**config.mk**
```make
export PLATFORM = sky130hd
export DESIGN_NAME = mix_columns_seq
export DESIGN_NICKNAME = d
export VERILOG_FILES = /design/src/rtl/mix_columns_seq.sv
export SDC_FILE = /design/constraint.sdc
export NUM_CORES = 1
export LEC_CHECK = 0
export CAP_MARGIN = 20
export CORE_UTILIZATION = 45
export DETAILED_ROUTE_END_ITERATION = 6
export PLACE_DENSITY = 0.72
export SETUP_SLACK_MARGIN = 0.05
export SLEW_MARGIN = 20
export SYNTH_ARGS = -nofsm -noshare
export SYNTH_HDL_FRONTEND = slang
export SYNTH_SLANG_ARGS = --single-unit
```
**constraint.sdc**
```tcl
create_clock -name CLK -period 29.7 [get_ports CLK]
set_input_delay 7.425 -clock CLK [delete_from_list [all_inputs] [get_ports CLK]]
set_output_delay 7.425 -clock CLK [all_outputs]
set_load 0.02 [all_outputs]
```
**src/rtl/mix_columns_seq.sv**
```systemverilog
// Sequential AES forward MixColumns: one 32-bit column per clock through a single
// GF(2^8) mixer, full 128-bit result published with a one-cycle Done pulse.
module mix_columns_seq (
  input  logic         CLK,
  input  logic         RST,
  input  logic         Start,
  input  logic [127:0] State_In,
  output logic         Busy,
  output logic         Done,
  output logic [127:0] State_Out
);

  typedef enum logic {
    IDLE = 1'b0,
    RUN  = 1'b1
  } state_t;

  state_t       state_q, state_d;
  logic [1:0]   col_q, col_d;
  logic         accept;
  logic         last;

  logic [127:0] latch_p0;
  // Columns 0-2 only; column 3 goes from the mixer straight into State_Out.
  logic [95:0]  acc_p1;
  logic [127:0] out_q;
  logic         done_q;

  logic [31:0]  col_in;
  logic [31:0]  col_mix;

  function automatic logic [7:0] xtime(input logic [7:0] b);
    return {b[6:0], 1'b0} ^ (b[7] ? 8'h1B : 8'h00);
  endfunction

  function automatic logic [31:0] mix_col(input logic [31:0] c);
    logic [7:0] a0, a1, a2, a3;
    logic [7:0] d0, d1, d2, d3;
    logic [7:0] o0, o1, o2, o3;
    a0 = c[31:24];
    a1 = c[23:16];
    a2 = c[15:8];
    a3 = c[7:0];
    d0 = xtime(a0);
    d1 = xtime(a1);
    d2 = xtime(a2);
    d3 = xtime(a3);
    o0 = d0 ^ (d1 ^ a1) ^ a2 ^ a3;
    o1 = a0 ^ d1 ^ (d2 ^ a2) ^ a3;
    o2 = a0 ^ a1 ^ d2 ^ (d3 ^ a3);
    o3 = (d0 ^ a0) ^ a1 ^ a2 ^ d3;
    return {o0, o1, o2, o3};
  endfunction

  // Stage p0 -> mixer: counter selects one column of the latched state
  always_comb begin
    col_in = latch_p0[127:96];
    case (col_q)
      2'd0: col_in = latch_p0[127:96];
      2'd1: col_in = latch_p0[95:64];
      2'd2: col_in = latch_p0[63:32];
      2'd3: col_in = latch_p0[31:0];
      default: col_in = latch_p0[127:96];
    endcase
  end

  assign col_mix = mix_col(col_in);

  always_comb begin
    state_d = state_q;
    col_d   = col_q;
    accept  = 1'b0;
    last    = 1'b0;
    case (state_q)
      IDLE: begin
        if (Start) begin
          accept  = 1'b1;
          state_d = RUN;
          col_d   = 2'd0;
        end
      end
      RUN: begin
        col_d = col_q + 2'd1;
        if (col_q == 2'd3) begin
          last    = 1'b1;
          state_d = IDLE;
          col_d   = 2'd0;
        end
      end
      default: begin
        state_d = IDLE;
        col_d   = 2'd0;
      end
    endcase
  end

  always_ff @(posedge CLK or posedge RST) begin
    if (RST) begin
      state_q <= IDLE;
      col_q   <= 2'd0;
      done_q  <= 1'b0;
    end else begin
      state_q <= state_d;
      col_q   <= col_d;
      done_q  <= last;
    end
  end

  // Stage p1: accumulate mixed columns; publish the whole state at once
  always_ff @(posedge CLK or posedge RST) begin
    if (RST) begin
      latch_p0 <= 128'h0;
      acc_p1   <= 96'h0;
      out_q    <= 128'h0;
    end else begin
      if (accept) begin
        latch_p0 <= State_In;
      end
      if (state_q == RUN) begin
        case (col_q)
          2'd0: acc_p1[95:64] <= col_mix;
          2'd1: acc_p1[63:32] <= col_mix;
          2'd2: acc_p1[31:0]  <= col_mix;
          default: ;
        endcase
      end
      if (last) begin
        out_q <= {acc_p1, col_mix};
      end
    end
  end

  assign Busy      = (state_q == RUN);
  assign Done      = done_q;
  assign State_Out = out_q;

endmodule

```
==> run metrics <==
Clk Tree Root Cell=clkbuf_16; Core Area=33700 um2; Netlist cell types=31; Post-synth EDFFs=0; routed len/inst=21.51 um; R2R setup slack=26.09 ns; routing usage on met3=0.06214; die width=187.7 um; Antenna Nets Post-Route=0; Tightest Pin Transition=1.021 ns; crit share post-route=0.3319; Yosys warning count=0; IO Count=261; CP Class=in2async; Placed Area=18530 um2; final hold vios=0; first-pass GRT wire length=57.78 mm; RePlAce Congestion=0.7916; CTS tree=built; CP Launch Type=input port; clk sinks=356; Slew HR=0.3192; Hold Crit Class=reg2reg; post-synth top area share=0.5743; DR DRC count=0; Worst Skew=0.01671 ns; CTS Hold Bufs=0; Final Cell Area=19880 um2; syn_nets=1124; RSZ-0062 raised after global routing=no; CTS Buf Count=39; CTS H-Tree Depth=2; DR iter-0 viols=428; vias in the first global route=9620; Area growth syn-to-layout=28.18%; buffers added on ports=260; Synth async-reset ratio=1.000; GR peak layer=met2; Mapped Cells=988; GR Util met2=0.3425; fin crit period=9.857 ns; Max-Cap Viols=0; largest cells by area after synthesis=dfrtp_1 (57%), mux2_2 (25%), xnor3_1 (5.8%), a22oi_1 (1.5%), a21oi_2 (1.4%); fmax=0.1014 GHz; Longest Clk Path Bufs=3; outcome=completed; area leader, netlist=dfrtp_1; post-detailed-route via-to-cell ratio=5.204; crit end category=async pin; clk slew on worst S/H paths=0.06 ns; all-layer global routing usage=0.2153; Die Height=187.7 um; Post-CTS Resized=0; worst-skew pair later-pin latency=0.53 ns; drt pass-1 iters=4; worst min-delay path endpoint=acc_p1[58]$_DFFE_PP0P_; crit path DAT=10.39 ns; syn avg cell area=15.70 um2; Setup violations, final=0; reg-to-reg critical path startpoint=col_q[0]$_DFFE_PP0P_; reg2reg path depth=8; hold path cells=1; die area=35220 um2; setup TNS=0 ns; Req. time, crit path=30.23 ns; Remaining Overflow, GRT=0; worst hold start=acc_p1[58]$_DFFE_PP0P_; sequential area share after synthesis=0.5743; max-slew violations=0; largest net degree at the start of global routing=138; Setup Fix Bufs, Post-CTS=0; share of layout cells above drive strength 1=0.3666; total number of vias=8972; most common cell after layout, fill and taps aside=dfrtp_1; WHS=0.4974 ns; met1 Use GR=0.2910; R2R Path End=State_Out[2]$_DFFE_PP0P_; crit-path max FO=137; Post-synth top flop=dfrtp_1; most frequent cells in the layout=dfrtp_1 (356), mux2_2 (348), clkdlybuf4s50_1 (260); Final HPWL DP=25.34 mm; drt total wl=37.08 mm; antenna violations before repair=0; # rows=67; Yosys reg bits=356; Initial Util=0.4603; nets=1382; Mapped Area=15510 um2
-- Yosys cell counts, types with 7 or more instances --
library cell and n:
a21oi_1 32, a21oi_2 24, a22oi_1 31, buf_2 15
clkbuf_1 29, dfrtp_1 356, inv_1 7, mux2_2 348
nand2_1 9, nor2b_1 29, xnor2_1 8, xnor2_2 7
xnor3_1 40, xor2_1 8
-- final cells by class --
class                           instances  area [um2]
Antenna cell                            2       5.005
Clock buffer                           55        1106
Clock inverter                         14       237.7
Fill cell                            2652       13820
Inverter                                8       37.54
Multi-Input combinational cell        567        6320
Sequential cell                       356        8909
Tap cell                              448       560.5
Timing Repair Buffer                  274        2708
-- critical path: stages --
cell and delay [ns]:
clkdlybuf4s50_1 0.49, inv_8 0.67, buf_4 0.87, buf_4 0.82
-- registers in the layout, summed over array words and instances (netlist names) --
signal	cells
Done	1
latch_p0	128
State_Out	128
Busy	1
acc_p1	96
col_q	2
-- metal layers --
layer | routed length, um | part of all wire
met3 | 3007 | 0.081
met1 | 16080 | 0.43
met5 | 0 | 0
met2 | 17380 | 0.47
met4 | 607 | 0.016
-- per-stage QoR --
stage | worst slack (ns) | util | cells
CTS | 19.69 | 0.5898 | 1722
global route | 19.32 | 0.5898 | 1722
floorplan | 12.40 | - | 988
detailed placement | 19.13 | 0.5500 | 1653
finish | 19.84 | 0.5900 | 1724
global placement | 19.16 | 0.5500 | 1653
-- worst max-delay path by stage --
| stage | start | endpoint | slack, ns | cells after the start |
|---|---|---|---|---|
| final | RST | State_Out[35]$_DFFE_PP0P_ | 19.84 | 4 |
| after global routing | RST | State_Out[34]$_DFFE_PP0P_ | 19.32 | 4 |
| after CTS | RST | acc_p1[66]$_DFFE_PP0P_ | 19.69 | 4 |
| after detailed placement | RST | State_Out[35]$_DFFE_PP0P_ | 19.13 | 4 |
| after global placement | RST | State_Out[34]$_DFFE_PP0P_ | 19.16 | 4 |
| after floorplan | RST | Busy$_DFF_PP0_ | 12.40 | 1 |
-- logic make-up after synthesis --
logic type               share of synthesized area
flip-flops                                  0.5743
AND/OR/NAND/NOR                            0.01508
adder cells (fa/ha/maj)                   0.004033
buffers and inverters                      0.01936
multiplexers                                0.2526
AO/OA/AOI/OAI                              0.04832
XOR/XNOR                                   0.08623
Power is not shown: default switching activity piles up to over one toggle a cycle in this logic, so the estimate is an artifact.
==> edit: new RTL, config.mk and constraints unchanged <==
Add an input register stage for `Start` and `State_In`, without a reset; this delays them by one clock.
--- a/src/rtl/mix_columns_seq.sv
+++ b/src/rtl/mix_columns_seq.sv
@@ -14,6 +14,14 @@
     IDLE = 1'b0,
     RUN  = 1'b1
   } state_t;
+
+  logic Start_q;
+  logic [127:0] State_In_q;
+
+  always_ff @(posedge CLK) begin
+    Start_q    <= Start;
+    State_In_q <= State_In;
+  end
 
   state_t       state_q, state_d;
   logic [1:0]   col_q, col_d;
@@ -73,7 +81,7 @@
     last    = 1'b0;
     case (state_q)
       IDLE: begin
-        if (Start) begin
+        if (Start_q) begin
           accept  = 1'b1;
           state_d = RUN;
           col_d   = 2'd0;
@@ -114,7 +122,7 @@
       out_q    <= 128'h0;
     end else begin
       if (accept) begin
-        latch_p0 <= State_In;
+        latch_p0 <= State_In_q;
       end
       if (state_q == RUN) begin
         case (col_q)
Function: changed (Yosys sat finds a counterexample within 4 cycles, from zero or initial values and one cycle with RST high).
==> edit against the unedited design <==
Sequential cell count rose by 129. Critical path depth decreased by 3. Synthesized cell count grew 37%. Worst setup slack improved by 0.38 ns. Area after synthesis up 15%. Final area grew 14%. Via count grew 22%. Routed wire length up 9.9%. Fmax up 4.0%.
Power is left out: the tool's default activity adds up to more than one toggle a clock period on the data nets, which glitch-free logic cannot reach.
==> edit: results (changes against the unedited design) <==
.. list-table::
   :header-rows: 1

   * - Metric
     - Value
   * - Number of instances in the placed design
     - 2078 (+26%)
   * - Synth top area cells
     - dfrtp_1 (50%), dfxtp_1 (14%), mux2_2 (14%)
   * - Signal arrival time at the worst endpoint
     - 2.06 ns (-8.33 ns)
   * - GR Util met1
     - 28.06% (-1.0 points)
   * - Beginning of the worst hold path
     - State_In_q[37]
   * - Length of the first detailed-routing pass in iterations
     - 6 (+2)
   * - End point of the critical path
     - Busy
   * - Met3 Use GR
     - 3.920% (-2.3 points)
   * - CP Max Fanout
     - 10 (-93%)
   * - Clk_skew
     - 0.01673 ns (+0.00002170 ns)
   * - Global placement routability congestion
     - 0.8399 (+6.1%)
   * - Largest stage delay, worst path
     - 0.77 ns (-0.10 ns)
   * - Worst relative slew slack
     - 24.69% (-7.2 points)
   * - Post-synthesis compound-gate area fraction
     - 6.782% (+2.0 points)
   * - Sequential fraction of the synthesis area
     - 64.21% (+6.8 points)
   * - Proportion of register bits with asynchronous set or reset after synthesis
     - 73.40% (-27 points)
   * - Global-route wire length before repair
     - 63.16 mm (+9.3%)
   * - Met2 Usage GRT
     - 33.30% (-0.94 points)
   * - Final Routed Wirelength
     - 40.76 mm (+9.9%)
   * - Half-perimeter wire length after detailed placement
     - 28.35 mm (+12%)
   * - Number of nets in the synthesized netlist
     - 1494 (+33%)
   * - Run status
     - completed
   * - Number of global-route vias before repair
     - 10960 (+14%)
   * - Number of nets in the finished design
     - 1746 (+26%)
   * - Reg2Reg Capture Point
     - State_Out[1]
## edit: cell count changes after synthesis, moves of 29 or more
cell,unedited run,this run
dfxtp_1,0,129
mux2_2,348,225
xor2_1,8,68
o21ai_1,0,38
o21ai_0,5,126
clkbuf_1,29,58
a222oi_1,0,32
a22oi_1,31,0
nand2_1,9,172
xnor2_1,8,106
a21oi_1,32,3
xnor3_1,40,0
## edit: stage by stage
stage / hold slack, ns / instance area [um^2]
4_1_cts: 0.4558 / 22660
3_5_place_dp: 0.4469 / 21010
3_3_place_gp: 0.4422 / 20990
5_1_grt: 0.4688 / 22680
6_report: 0.4546 / 22680
2_1_floorplan: 0.4114 / 17890
## edit: worst register-to-register path, cell delays in order, from the launching register on
cell      delay, ns
dfrtp_1        0.39
inv_1          0.11
ha_1           0.21
buf_4          0.26
a222oi_1       0.92
xor2_1         0.22
o21ai_1        0.54
xnor2_1        0.17
xnor2_1        0.59
o21ai_0        0.21
## edit: worst min-delay path by stage
stage	to	cells after the start	slack, ns
6_report	latch_p0[37]	1	0.45
5_1_grt	latch_p0[47]	1	0.47
4_1_cts	latch_p0[21]	1	0.46
3_5_place_dp	latch_p0[37]	1	0.45
3_3_place_gp	latch_p0[96]	1	0.44
2_1_floorplan	col_q[1]	1	0.41
## edit: kinds of logic (layout without fill, tap and decap cells)
family	after synthesis	in the layout
and+or+nand+nor	179	179
xor gates and xnor gates	174	174
AOI/OAI and AO/OA	204	204
buffers and inverters	79	370
muxes	232	232
DFF	485	485
adders and majority gates	5	5
## edit: per-layer routing
| layer | routed length [um] | vias up | share of wire [%] |
|---|---|---|---|
| li1 | - | 5142 | - |
| met1 | 18320 | 5454 | 45 |
| met2 | 19710 | 286 | 48 |
| met3 | 2070 | 47 | 5.1 |
| met4 | 661 | 0 | 1.6 |
| met5 | 0 | - | 0 |
## edit: area by class of cell
type	count	share of cell area, %
clock buffers	72	6.362
clock inverters	16	0.9325
inverters	5	0.1214
multi-input cells	794	27.02
flip-flops and latches	485	50.68
well taps	518	2.858
repair buffers	277	12.03
